## src/rtl/pipe_stage_skid_if.sv

```systemverilog
// Valid/ready channel carrying a payload and a control field between pipeline stages.
interface pipe_stage_skid_if #(
  parameter int unsigned DATA_W = 32,
  parameter int unsigned CTRL_W = 12
);
  logic              valid;
  logic              ready;
  logic [DATA_W-1:0] data;
  logic [CTRL_W-1:0] ctrl;

  modport master (output valid, output data, output ctrl, input ready);
  modport slave  (input valid, input data, input ctrl, output ready);
endinterface

```

## src/rtl/pipe_stage_skid.sv

```systemverilog
// Inter-stage pipeline register with a 1-entry skid buffer and flush-to-bubble.
// Optional perf counters (stall_cnt, flush_cnt) are built when PIPE_PERF_CNT_EN is defined.
module pipe_stage_skid #(
  parameter int unsigned       DATA_W      = 32,
  parameter int unsigned       CTRL_W      = 12,
  parameter logic [CTRL_W-1:0] BUBBLE_CTRL = '0,
  parameter int unsigned       CNT_W       = 32
) (
  input  logic             clk,
  input  logic             rst,
  input  logic             flush,
  pipe_stage_skid_if.slave  up,
  pipe_stage_skid_if.master dn
`ifdef PIPE_PERF_CNT_EN
  ,
  output logic [CNT_W-1:0] stall_cnt,
  output logic [CNT_W-1:0] flush_cnt
`endif
);

  logic              m_v_q, m_v_d, s_v_q, s_v_d;
  logic [DATA_W-1:0] m_data_q, m_data_d, s_data_q, s_data_d;
  logic [CTRL_W-1:0] m_ctrl_q, m_ctrl_d, s_ctrl_q, s_ctrl_d;
  logic              in_ready_q, in_ready_d;
  logic              accept, drain;

  assign accept = up.valid & in_ready_q;
  assign drain  = m_v_q & dn.ready;

  always_comb begin
    m_v_d    = m_v_q;
    m_data_d = m_data_q;
    m_ctrl_d = m_ctrl_q;
    s_v_d    = s_v_q;
    s_data_d = s_data_q;
    s_ctrl_d = s_ctrl_q;
    if (flush) begin
      m_v_d    = 1'b0;
      m_data_d = '0;
      m_ctrl_d = BUBBLE_CTRL;
      s_v_d    = 1'b0;
      s_data_d = '0;
      s_ctrl_d = BUBBLE_CTRL;
    end else if (!m_v_q || drain) begin
      if (s_v_q) begin
        m_v_d    = 1'b1;
        m_data_d = s_data_q;
        m_ctrl_d = s_ctrl_q;
        s_v_d    = 1'b0;
        s_data_d = '0;
        s_ctrl_d = BUBBLE_CTRL;
      end else if (accept) begin
        m_v_d    = 1'b1;
        m_data_d = up.data;
        m_ctrl_d = up.ctrl;
      end else begin
        // Main regs double as outputs, so an empty stage must hold the bubble encoding.
        m_v_d    = 1'b0;
        m_data_d = '0;
        m_ctrl_d = BUBBLE_CTRL;
      end
    end else if (accept) begin
      s_v_d    = 1'b1;
      s_data_d = up.data;
      s_ctrl_d = up.ctrl;
    end
    in_ready_d = ~s_v_d;
  end

  always_ff @(posedge clk) begin
    if (rst) begin
      m_v_q      <= 1'b0;
      m_data_q   <= '0;
      m_ctrl_q   <= BUBBLE_CTRL;
      s_v_q      <= 1'b0;
      s_data_q   <= '0;
      s_ctrl_q   <= BUBBLE_CTRL;
      in_ready_q <= 1'b1;
    end else begin
      m_v_q      <= m_v_d;
      m_data_q   <= m_data_d;
      m_ctrl_q   <= m_ctrl_d;
      s_v_q      <= s_v_d;
      s_data_q   <= s_data_d;
      s_ctrl_q   <= s_ctrl_d;
      in_ready_q <= in_ready_d;
    end
  end

  assign up.ready = in_ready_q;
  assign dn.valid = m_v_q;
  assign dn.data  = m_data_q;
  assign dn.ctrl  = m_ctrl_q;

`ifdef PIPE_PERF_CNT_EN
  logic [CNT_W-1:0] stall_cnt_q, stall_cnt_d;
  logic [CNT_W-1:0] flush_cnt_q, flush_cnt_d;
  logic [CNT_W:0]   flush_sum;

  always_comb begin
    stall_cnt_d = stall_cnt_q;
    if (m_v_q && !dn.ready && !flush && (stall_cnt_q != {CNT_W{1'b1}})) begin
      stall_cnt_d = stall_cnt_q + 1'b1;
    end
    // One bit of headroom so adding two killed entries saturates cleanly.
    flush_sum   = {1'b0, flush_cnt_q} + {{CNT_W{1'b0}}, m_v_q} + {{CNT_W{1'b0}}, s_v_q};
    flush_cnt_d = flush_cnt_q;
    if (flush) begin
      flush_cnt_d = flush_sum[CNT_W] ? {CNT_W{1'b1}} : flush_sum[CNT_W-1:0];
    end
  end

  always_ff @(posedge clk) begin
    if (rst) begin
      stall_cnt_q <= '0;
      flush_cnt_q <= '0;
    end else begin
      stall_cnt_q <= stall_cnt_d;
      flush_cnt_q <= flush_cnt_d;
    end
  end

  assign stall_cnt = stall_cnt_q;
  assign flush_cnt = flush_cnt_q;
`endif

endmodule

```

## src/flat_wrapper.sv

```systemverilog
// flat-port wrapper written by rule: the top's interface ports become plain ports
module pipe_stage_skid_flat 
#(
  parameter int unsigned       DATA_W      = 32,
  parameter int unsigned       CTRL_W      = 12,
  parameter logic [CTRL_W-1:0] BUBBLE_CTRL = '0,
  parameter int unsigned       CNT_W       = 32
)
  (clk, rst, flush, up_valid, up_data, up_ctrl, up_ready, dn_valid, dn_data, dn_ctrl, dn_ready);
  pipe_stage_skid_if #(.DATA_W(DATA_W), .CTRL_W(CTRL_W)) up_i ();
  pipe_stage_skid_if #(.DATA_W(DATA_W), .CTRL_W(CTRL_W)) dn_i ();
  input  logic clk;
  input  logic rst;
  input  logic flush;
  input wire logic [$bits(up_i.valid)-1:0] up_valid;
  input wire logic [$bits(up_i.data)-1:0] up_data;
  input wire logic [$bits(up_i.ctrl)-1:0] up_ctrl;
  output wire logic [$bits(up_i.ready)-1:0] up_ready;
  output wire logic [$bits(dn_i.valid)-1:0] dn_valid;
  output wire logic [$bits(dn_i.data)-1:0] dn_data;
  output wire logic [$bits(dn_i.ctrl)-1:0] dn_ctrl;
  input wire logic [$bits(dn_i.ready)-1:0] dn_ready;
  assign up_i.valid = up_valid;
  assign up_i.data = up_data;
  assign up_i.ctrl = up_ctrl;
  assign up_ready = up_i.ready;
  assign dn_valid = dn_i.valid;
  assign dn_data = dn_i.data;
  assign dn_ctrl = dn_i.ctrl;
  assign dn_i.ready = dn_ready;
  pipe_stage_skid #(.DATA_W(DATA_W), .CTRL_W(CTRL_W), .BUBBLE_CTRL(BUBBLE_CTRL), .CNT_W(CNT_W)) u_core (.clk(clk), .rst(rst), .flush(flush), .up(up_i), .dn(dn_i));
endmodule
```

## config.mk

```make
export PLATFORM = sky130hd
export DESIGN_NAME = pipe_stage_skid_flat
export DESIGN_NICKNAME = d
export VERILOG_FILES = /design/src/rtl/pipe_stage_skid_if.sv /design/src/rtl/pipe_stage_skid.sv /design/src/flat_wrapper.sv
export SDC_FILE = /design/constraint.sdc
export NUM_CORES = 1
export LEC_CHECK = 0
export ABC_AREA = 1
export BUFFER_PORTS_ARGS = -buffer_cell sky130_fd_sc_hd__buf_4
export CORE_MARGIN = 2
export CORE_UTILIZATION = 40
export DETAILED_ROUTE_END_ITERATION = 10
export PLACE_DENSITY = 0.61
export SLEW_MARGIN = 20
export SYNTH_ARGS = -nofsm -noshare
export SYNTH_HDL_FRONTEND = slang
export SYNTH_SLANG_ARGS = --single-unit
```

## constraint.sdc

```tcl
create_clock -name clk -period 1.7 [get_ports clk]
set_input_delay 0.085 -clock clk [delete_from_list [all_inputs] [get_ports clk]]
set_output_delay 0.085 -clock clk [all_outputs]
set_load 0.02 [all_outputs]
```

After elaboration in Yosys (flattened, before gate mapping):

Index checks and enable logic that the tools add are counted.
Widths: inputs -> output; s select.

* bits of input ports: 49
* output and inout port bits: 46
* flip-flop bits (word level): 91
* word-level logic and storage cells: 31

* reduce and logical (&&, ||, !) cells: 5
* mux-type cells: 15
* equality and inequality tests: 1
* bitwise gates (word level): 3

Operators with widths (number)
* $mux 32: 5
* $mux 12: 5
* $mux 1: 5
* $and 1x1->1: 2
* $ne 2x1->1 const B: 1
* $reduce_and 2->1: 1
* $reduce_bool 2->1: 1
* $reduce_or 2->1: 1
* $logic_not 1->1: 1
* $logic_or 1x1->1: 1
* $not 1->1: 1

Longest topological paths before layout:

Gate-level depths: netlist of the first run.

* depth in word-level cells: 5
* gate-level depth with buffers: 8
* depth with buffers taken out: 6

Least setup slack after synthesis of the first run:

OpenSTA, ideal clock, no wires.

* kind: register to register
* from: register u_core.m_v_q (netlist: u_core.dn.valid)
* to: register u_core.m_data_q[11] (netlist: u_core.dn.data[11])
* period minus slack after synthesis: 1.251 ns
* buffers on the path: 2
* stages on the path, launching flop included: 8
* data required time: 1.591 ns
* arrival: 1.142 ns
* path slack: 0.449 ns
* setup time: 0.109 ns
* cells stage by stage: dfxtp_1 -> nand2_4 -> buf_6 -> buf_2 -> o21ai_0 -> inv_1 -> nand2_1 -> inv_1

* longest elaborated chain between the ends: 2
* elaborated cells on any way between the ends: 3
* those cells by class: bitwise: 1; reduce/logical: 2

RTL lines
* start, declared: line pipe_stage_skid.sv:21 `logic m_v_q, m_v_d, s_v_q, s_v_d;`
* start signal, assigned: line pipe_stage_skid.sv:80 `m_v_q <= m_v_d;`
* $and 1x1->1 or $logic_not 1->1 (tied branches): line pipe_stage_skid.sv:28, pipe_stage_skid.sv:44
* $logic_or 1x1->1 *: line pipe_stage_skid.sv:44 `end else if (!m_v_q || drain) begin`
* end signal, assigned: line pipe_stage_skid.sv:81 `m_data_q <= m_data_d;`
* end, declared: line pipe_stage_skid.sv:22 `logic [DATA_W-1:0] m_data_q, m_data_d, s_data_q, s_data_d;`

Mark *: on every way between the ends. The rest lies on a longest branch, timed or not.
A chain may end at the register's enable or synchronous reset.

Worst setup path after layout of the first run:

* from: register u_core.in_ready_q (netlist: u_core.up.ready)
* to: output port up_ready

RTL lines
* start, declared: line pipe_stage_skid.sv:24 `logic in_ready_q, in_ready_d;`
* start signal, assigned: line pipe_stage_skid.sv:86 `in_ready_q <= in_ready_d;`
* end, declared: line flat_wrapper.sv:18 `output wire logic [$bits(up_i.ready)-1:0] up_ready;`

No word-level cell between the ends.

==> reports/summary.txt, run 1 <==
Tot GR Track Use = 19.4%
Pre-Repair DR Iteration Count = 4
WL final = 11.7 mm
DR vias = 4,345
Fin crit share = 80.4%
Post-synthesis xor/xnor area fraction = 0%
Drc violations = 0
Critical Path Source Type = flip-flop
MaxCap Viol Count = 0
Post-Synth Adder-Cell Area = 0%
Clock slew at reported path FFs = 0.06 ns
# rows = 38
R2r endpoint = u_core.s_data_q[9]
GRT overflow = 0
Area growth from synthesis to layout = 30.3%
Initial Util = 41.5%
Via density = 4.80
Commonest cells after routing, fill and taps aside = 154 x nand2_1, 111 x inv_1, 110 x buf_4, 91 x dfxtp_1, 88 x nand3_1
Critical Path AT = 1.28 ns
Slew @ Worst Pin = 0.464 ns
Crit path time final = 1.37 ns
Die height = 110 um
Dpl ws = 0.401 ns
Antenna cells = 0
Cells after Synth = 651
I/O pins = 95
Status = completed
Seq cells post-synth = 91
Worst Setup SP = u_core.up.ready
CTS Sinks = 91
Clock latency on the worst-skew pair = 0.33 ns
Syn Area/Cell = 6.96 sq um
Post-synth net total = 700
Hold Path Class = input port to flip-flop
Root Buffer = clkbuf_16
RSZ-0062 raised after global routing = no
Worst slew margin = 69.1%
CTS resizes = 0
Final hold vios = 0
Mux share of post-synthesis cell area = 0%
Worst-path fanout max = 34
Core area = 10,900 sq um
CTS tree = yes
Total die area = 12,200 sq um
Cell Area, Synth = 4530 sq um
Placer's final routability congestion estimate = 0.764
# H-tree levels = 3
Cts bufs inserted = 9
Crit path capture type = primary output
Clock Skews = 0.00521 ns
Port buffer count = 94
Post-Synth Simple-Gate Area = 34.3%
Share of cells above drive strength 1 = 23.0%
Remaining antenna violation count after routing = 0
Yosys warning count = 0
Endpoints failing setup = 0
Critical Path Sink = up_ready
Required @ worst endpoint = 1.62 ns
Fmax = 0.732 GHz
Worst R2R Start = u_core.dn.valid
Post-synth cell types = 22
Post-synthesis sequential area ratio = 40.2%
Clk buf depth = 2
Cell area power density = 811 nW/um^2
Largest family of logic cells by synthesized area = simple AND/OR/NAND/NOR gates
LEAKAGE = 3.00 nW
Setup WS post-layout = 0.333 ns
Setup_tns = 0 ns
Largest net degree at the start of global routing = 45
Max Slew Vio Count = 0
Post-synthesis compound-gate area fraction = 8.36%
Hold Crit Depth = 3
DR WL/cell = 12.9 um
Worst vdd ir = 373 uV
Critical setup path kind = flip-flop to primary output
DP HPWL = 7.21 mm
Setup slack, reg-to-reg = 0.40 ns
Vias in the first global route = 4,223
Final #Nets = 810
Reg2reg path depth = 5
First-pass GRT wire length = 20.0 mm
Initial antenna violation count = 0
First-iteration detailed-routing DRC count = 218
Die X = 110 um
Commonest non-fill, non-tap cell in the layout = nand2_1
per-stage QoR:
| stage | power (W) | std cells | utilization, % | hold WS, ns | area (sq um) |
|---|---|---|---|---|---|
| 6_report | 0.00479 | 906 | 54.0 | 0.00963 | 5910 |
| 3_3_place_gp | 0.00275 | 852 | 47.8 | 0.321 | 5230 |
| 2_1_floorplan | 0.00254 | 651 | - | 0.223 | 4530 |
| 4_1_cts | 0.00483 | 906 | 54.0 | 0.000363 | 5910 |
| 3_5_place_dp | 0.00275 | 852 | 47.8 | 0.328 | 5230 |
| 5_1_grt | 0.00498 | 906 | 54.0 | 0.0105 | 5910 |
final cells by class:
class / count / area [sq um]
Fill cell: 1101 / 5030
Multi-Input combinational cell: 394 / 1940
Sequential cell: 91 / 1820
Timing Repair Buffer: 150 / 1250
Inverter: 115 / 432
Clock buffer: 12 / 246
Tap cell: 140 / 175
Clock inverter: 4 / 50.0
synthesized netlist by cell type:
master	number	area (sq um)
nand2_1	154	578
inv_1	111	417
dfxtp_1	91	1820
nand3_1	88	440
o21ai_0	44	220
nor2_2	39	244
nand4_1	33	206
buf_2	21	105
buf_6	15	169
a21oi_1	12	60.1
o21a_1	11	82.6
clkbuf_1	10	37.5
nor2_1	6	22.5
inv_2	4	15.0
buf_4	3	22.5
clkbuf_2	2	10.0
nand2_2	2	12.5
nand2_4	1	11.3
nor2_4	1	11.3
nor2_8	1	20.0
nor3_2	1	10.0
o21ai_4	1	16.3
flip-flops by register name, indices dropped and copies added, names as in the netlist:
| name | flops |
|---|---|
| u_core.dn.ctrl | 12 |
| u_core.dn.data | 32 |
| u_core.dn.valid | 1 |
| u_core.s_ctrl_q | 12 |
| u_core.s_data_q | 32 |
| u_core.s_v_q | 1 |
| u_core.up.ready | 1 |
what timing repair did:
action / 4_1_cts / 5_1_grt
hold buffers: 38 / 0
setup buffers: 0 / 0
hold endpoints to repair: 38 / 0
power breakdown:
part | total (W) | leakage (nW) | internal (W) | switching [W]
Sequential | 0.00220 | 0.737 | 0.00217 | 0.0000207
Combinational | 0.000582 | 2.12 | 0.000267 | 0.000315
Clock | 0.00201 | 0.139 | 0.00118 | 0.000832
Total | 0.00479 | 3.00 | 0.00362 | 0.00117
worst min path at each step:
stage	to	from
floorplan	u_core.s_ctrl_q[10]	up_ctrl[10]
finish	u_core.s_ctrl_q[1]	up_ctrl[1]
detailed placement	u_core.s_data_q[30]	up_data[30]
global route	u_core.s_ctrl_q[1]	up_ctrl[1]
global placement	u_core.s_data_q[6]	up_data[6]
CTS	u_core.s_ctrl_q[1]	up_ctrl[1]
kinds of logic (layout without fill, tap and decap cells):
| family | after synthesis | count (layout) |
|---|---|---|
| simple gates | 326 | 326 |
| compound gates | 68 | 68 |
| flops | 91 | 91 |
| buf+inv | 166 | 281 |
worst max-delay path, stage by stage (launching register included):
cell	delay, ns
dfxtp_1	0.34
buf_4	0.38
buf_4	0.22
routing by layer:
metal  GRT usage (%)  share of wire [%]  vias to the layer above
li1                -                  -                     2241
met1            26.0                 47                     1962
met2            32.2                 46                      130
met3            2.80                5.5                       12
met4            5.92                1.4                        0
met5               0                  0                        -
Power figures use the tool's default switching activity.
==> inputs of run 2 (changes only) <==
--- a/config.mk
+++ b/config.mk
@@ -10,7 +10,7 @@
 export CORE_MARGIN = 2
 export CORE_UTILIZATION = 40
 export DETAILED_ROUTE_END_ITERATION = 10
-export PLACE_DENSITY = 0.61
+export PLACE_DENSITY = 0.64
 export SLEW_MARGIN = 20
 export SYNTH_ARGS = -nofsm -noshare
 export SYNTH_HDL_FRONTEND = slang
==> constraint.sdc (replaced) <==
create_clock -name clk -period 1.1 [get_ports clk]
set_input_delay 0.055 -clock clk [delete_from_list [all_inputs] [get_ports clk]]
set_output_delay 0.055 -clock clk [all_outputs]
set_load 0.02 [all_outputs]
==> run 2 against run 1 <==
Critical path depth grew 3. Sequential power grew 55%. Flip-flop and latch count is the same. Power grew 62%. Register-to-register slack lost 0.40 ns. Non-clock buffer count grew 18. Core utilization grew 3.8 points. Clock-buffer cell count shrank 2. Setup slack lost 0.33 ns. Clock power grew 67%. Via count grew 5.0%. Critical path type is now flip-flop to flip-flop. Critical endpoint is now u_core.s_ctrl_q[3]. Largest power group unchanged.
==> reports/summary.txt, run 2 (synthesis gave the netlist of run 1 again) <==
Cts bufs inserted = 9
Clock Skews = 0.00949 ns
DR WL/cell = 13.1 um
Fin crit share = 99.9%
Worst slew margin = 78.0%
Placed Area = 5400 sq um
Worst path most repeated cell = nand2_1
RSZ-0062 raised after global routing = yes
Required @ worst endpoint = 1.37 ns
Final hold vios = 0
Worst vdd ir = 882 uV
CTS tree = yes
Endpoints failing setup = 0
First-iteration detailed-routing DRC count = 209
GRT overflow = 0
CP Cell Sequence = nand2_8 > o21ai_4 > buf_12 > nand2_1 > nand2_1
Met1 Use GR = 25.6%
Slowest CP cell = dfxtp_4
First-pass GRT wire length = 20.3 mm
Crit path capture type = flip-flop
M2 GR Usage = 32.1%
Core area = 10,900 sq um
Initial antenna violation count = 0
Largest net degree at the start of global routing = 40
Critical Path AT = 1.37 ns
Critical setup path kind = flip-flop to flip-flop
MaxCap Viol Count = 0
Port buffer count = 94
Fmax = 0.910 GHz
Worst-path fanout max = 22
Pwr Total = 0.00776 W
Setup_tns = 0 ns
Commonest non-fill, non-tap cell in the layout = nand2_1
Clock latency on the worst-skew pair = 0.33 ns
Reg2reg path depth = 5
Remaining antenna violation count after routing = 0
Placer's final routability congestion estimate = 0.785
Status = completed
Total die area = 12,200 sq um
Critical Path Source Type = flip-flop
Via density = 4.93
Slew @ Worst Pin = 0.330 ns
Root Buffer = clkbuf_16
WL final = 12.1 mm
Pre-Repair DR Iteration Count = 5
# rows = 38
Max Slew Vio Count = 0
Met3 Usage GRT = 4.12%
Clock slew at reported path FFs = 0.06 ns
Drc violations = 0
Initial Util = 41.5%
CTS Sinks = 91
GRT busiest layer = met2
Area growth from synthesis to layout = 39.5%
Commonest cells after routing, fill and taps aside = 154 x nand2_1, 111 x inv_1, 107 x buf_4, 88 x nand3_1, 88 x dfxtp_1
Hold Crit Depth = 5
Final #Nets = 829
Fin area = 6320 sq um
Share of cells above drive strength 1 = 25.6%
Setup WS post-layout = 0.00156 ns
Antenna cells = 0
Vias in the first global route = 4,326
DR vias = 4,564
Crit path time final = 1.10 ns
CP max stage delay = 0.39 ns
Die X = 110 um
Die height = 110 um
# H-tree levels = 3
LEAKAGE = 3.20 nW
Tot GR Track Use = 19.4%
Clk buf depth = 2
DP HPWL = 7.71 mm
Cell area power density = 1230 nW/um^2
I/O pins = 95
Dpl ws = -0.0375 ns
Hold Path Class = input port to flip-flop
## run 2: cell types whose count changed in the layout (fill, tap and decap cells not counted), moves of 3 or more
cell	change
o21ai_2	+7
clkbuf_16	+3
dfxtp_1	-3
inv_4	+3
buf_12	+7
o21ai_0	-29
buf_6	+3
o21ai_1	+22
dlygate4sd3_1	+6
buf_4	-3
## run 2: worst max-delay path: cells and delay by family (launching register included)
family	cells	cell delay (ns)
and+or+nand+nor	3	0.23
AOI/OAI and AO/OA	1	0.22
DFF	1	0.39
buffers and inverters	1	0.19
## run 2: final timing paths
path,start,to,slack (ns)
max,u_core.dn.valid,u_core.s_ctrl_q[3],0.002
min,dn_ready,u_core.s_v_q,0.20
max reg2reg,u_core.dn.valid,u_core.s_ctrl_q[3],0.002
min reg2reg,u_core.s_ctrl_q[2],u_core.s_ctrl_q[2],0.53
## run 2: cell type report
class                   count  area, sq um
fillers                  1030         4610
flip-flops and latches     91         1830
multi-input cells         395         1980
clock inverters             6         87.6
repair buffers            168         1580
clock buffers              10          239
well taps                 140          175
inverters                 115          437
## run 2: timing repair
action / CTS / global route
hold buffers: 44 / 0
cloned: 0 / 4
endpoints found under the hold margin: 44 / 0
resized for setup: 5 / 37
endpoints found under the setup margin: 38 / 82
pin swaps: 0 / 1
buffers inserted: 0 / 1
## run 2: per-stage QoR
step,utilization [%],cells,hold WS (ns)
after floorplan,-,651,0.193
after detailed placement,49.3,860,0.292
after global routing,57.8,925,0.190
after global placement,49.3,860,0.291
after CTS,56.5,920,0.0957
final,57.8,925,0.199
## run 2: routing by layer
metal / vias up / share of wire (%) / wire [um]
met5: - / 0 / 0
met4: 0 / 0.98 / 118
met3: 11 / 5.6 / 678
met2: 154 / 47 / 5690
met1: 2108 / 46 / 5590
li1: 2291 / - / -
## run 2: power breakdown
group,switching [W],leakage [nW],internal [W]
combinational,0.000516,2.30,0.000495
clock,0.00130,0.159,0.00206
sequential,0.0000394,0.738,0.00336
total,0.00186,3.20,0.00591
==> inputs of run 3 (changes only) <==
--- a/config.mk
+++ b/config.mk
@@ -8,9 +8,9 @@
 export ABC_AREA = 1
 export BUFFER_PORTS_ARGS = -buffer_cell sky130_fd_sc_hd__buf_4
 export CORE_MARGIN = 2
-export CORE_UTILIZATION = 40
+export CORE_UTILIZATION = 49
 export DETAILED_ROUTE_END_ITERATION = 10
-export PLACE_DENSITY = 0.64
+export PLACE_DENSITY = 0.76
 export SLEW_MARGIN = 20
 export SYNTH_ARGS = -nofsm -noshare
 export SYNTH_HDL_FRONTEND = slang
==> run 3 against run 2 <==
The flow now finishes with violations (setup timing). Sequential power hardly changed. Combinational power hardly changed. Setup slack worse by 0.012 ns. Final cell count is 3.1% lower. Critical path depth stayed put. Cell area is 3.3% lower. Non-clock buffer count stayed put. Largest power group unchanged.
==> reports/summary.txt, run 3 (synthesis gave the netlist of run 1 again) <==
WL final = 11.7 mm
Worst vdd ir = 670 uV
DP HPWL = 7.62 mm
Commonest non-fill, non-tap cell in the layout = nand2_1
Pre-Repair DR Iteration Count = 4
Slowest CP cell = dfxtp_4
Max Slew Vio Count = 0
Die X = 100 um
Post-CTS setup buffer count = 0
Cts bufs inserted = 9
DR vias = 4,533
FILL cells = 772
Core area = 9110 sq um
Worst-path fanout max = 23
Antenna cells = 0
CP max stage delay = 0.40 ns
Critical setup path kind = flip-flop to flip-flop
Placer's final routability congestion estimate = 0.769
First-pass GRT wire length = 19.9 mm
Endpoints failing setup = 5
Fin crit share = 101%
Initial Util = 49.8%
Fmax = 0.901 GHz
Worst slew margin = 82.9%
# rows = 35
Crit path time final = 1.11 ns
Critical Path Source Type = flip-flop
I/O pins = 95
Area growth from synthesis to layout = 34.9%
Root Buffer = clkbuf_8
First-iteration detailed-routing DRC count = 174
Drc violations = 0
CTS Sinks = 91
Remaining antenna violation count after routing = 0
Port buffer count = 94
Final #Nets = 829
Critical Path AT = 1.41 ns
LEAKAGE = 3.11 nW
RSZ-0062 raised after global routing = yes
Crit path capture type = flip-flop
Via density = 5.06
Failing checks = setup timing
Slew @ Worst Pin = 0.256 ns
Initial antenna violation count = 0
Worst path most repeated cell = nand2_1
Status = complete, but fails checks
Setup_tns = -0.0187 ns
CTS tree = yes
MaxCap Viol Count = 0
Tot GR Track Use = 24.5%
Vias in the first global route = 4,372
Clock Skews = 0.00818 ns
Largest net degree at the start of global routing = 32
# H-tree levels = 3
Core Util, Final = 67.1%
Commonest cells after routing, fill and taps aside = 150 x nand2_1, 111 x inv_1, 110 x buf_4, 89 x dfxtp_1, 88 x nand3_1
Setup WS post-layout = -0.0100 ns
Delay-heaviest family, CP = flip-flops
Clk buf depth = 2
Clock latency on the worst-skew pair = 0.36 ns
CP Cell Sequence = nand2_8 > o21ai_4 > buf_12 > nand2_1 > nand2_1
Die height = 100 um
Final hold vios = 0
WP buf/inv = 1
Share of cells above drive strength 1 = 26.1%
Clock slew at reported path FFs = 0.09 ns
Total die area = 10,000 sq um
DR WL/cell = 13.1 um
GRT overflow = 0
Cell area power density = 1090 nW/um^2
Pwr Total = 0.00669 W
Required @ worst endpoint = 1.40 ns
Hold Path Class = input port to flip-flop
## run 3: changes by cell type in the layout (fill, tap and decap cells not counted), sizes merged
cell,delta
buf,+3
clkbuf,-1
bufinv,-1
clkinv,-1
## run 3: area by class of cell
class	instances	area, sq um	share of cell area (%)
clock buffers	12	145	2.37
clock inverters	4	48.8	0.798
inverters	115	434	7.10
multi-input cells	395	2000	32.8
flip-flops and latches	91	1830	29.9
well taps	111	139	2.27
repair buffers	168	1520	24.8
## run 3: per-stage QoR
stage | setup WS [ns] | cells | hold WS, ns | area (sq um)
after floorplan | -0.0164 | 651 | 0.193 | 4550
after global placement | 0.0319 | 834 | 0.292 | 5360
after detailed placement | -0.0381 | 834 | 0.294 | 5360
after CTS | -0.0113 | 896 | 0.0969 | 6060
after global routing | -0.0727 | 896 | 0.117 | 6110
final | -0.0100 | 896 | 0.108 | 6110
## run 3: metal layers
| layer | global-route usage (%) | wire [um] | up-vias | share of wire, % |
|---|---|---|---|---|
| li1 | - | - | 2283 | - |
| met1 | 31.7 | 5260 | 2104 | 45 |
| met2 | 41.4 | 5720 | 128 | 49 |
| met3 | 3.41 | 536 | 18 | 4.6 |
| met4 | 9.69 | 223 | 0 | 1.9 |
| met5 | 0 | 0 | - | 0 |
## run 3: worst min-delay path, delay by kind of cell
kind / cells / cell delay, ns
compound gates: 1 / 0.06
simple gates: 1 / 0.04
buf+inv: 2 / 0.25
## run 3: final timing paths
kind	startpoint	to	slack [ns]	cells past startpoint
setup / recovery	u_core.dn.valid	u_core.s_data_q[17]	-0.01	5
hold / removal	rst	u_core.dn.valid	0.11	4
setup reg to reg	u_core.dn.valid	u_core.s_data_q[17]	-0.01	5
hold reg to reg	u_core.s_ctrl_q[2]	u_core.s_ctrl_q[2]	0.53	4
## run 3: power by group
group | internal, W | leakage (nW) | total, W | switching (W)
clock network | 0.00111 | 0.0969 | 0.00230 | 0.00119
logic | 0.000479 | 2.27 | 0.000989 | 0.000510
registers | 0.00336 | 0.738 | 0.00340 | 0.0000416
total | 0.00495 | 3.11 | 0.00669 | 0.00174
## run 3: repair_timing
action                                  4_1_cts  5_1_grt
endpoints found under the hold margin        55        0
pin swaps                                     1        0
cloned                                        2        0
endpoints found under the setup margin       15       78
gates resized for setup                      12       34
hold buffers                                 44        0
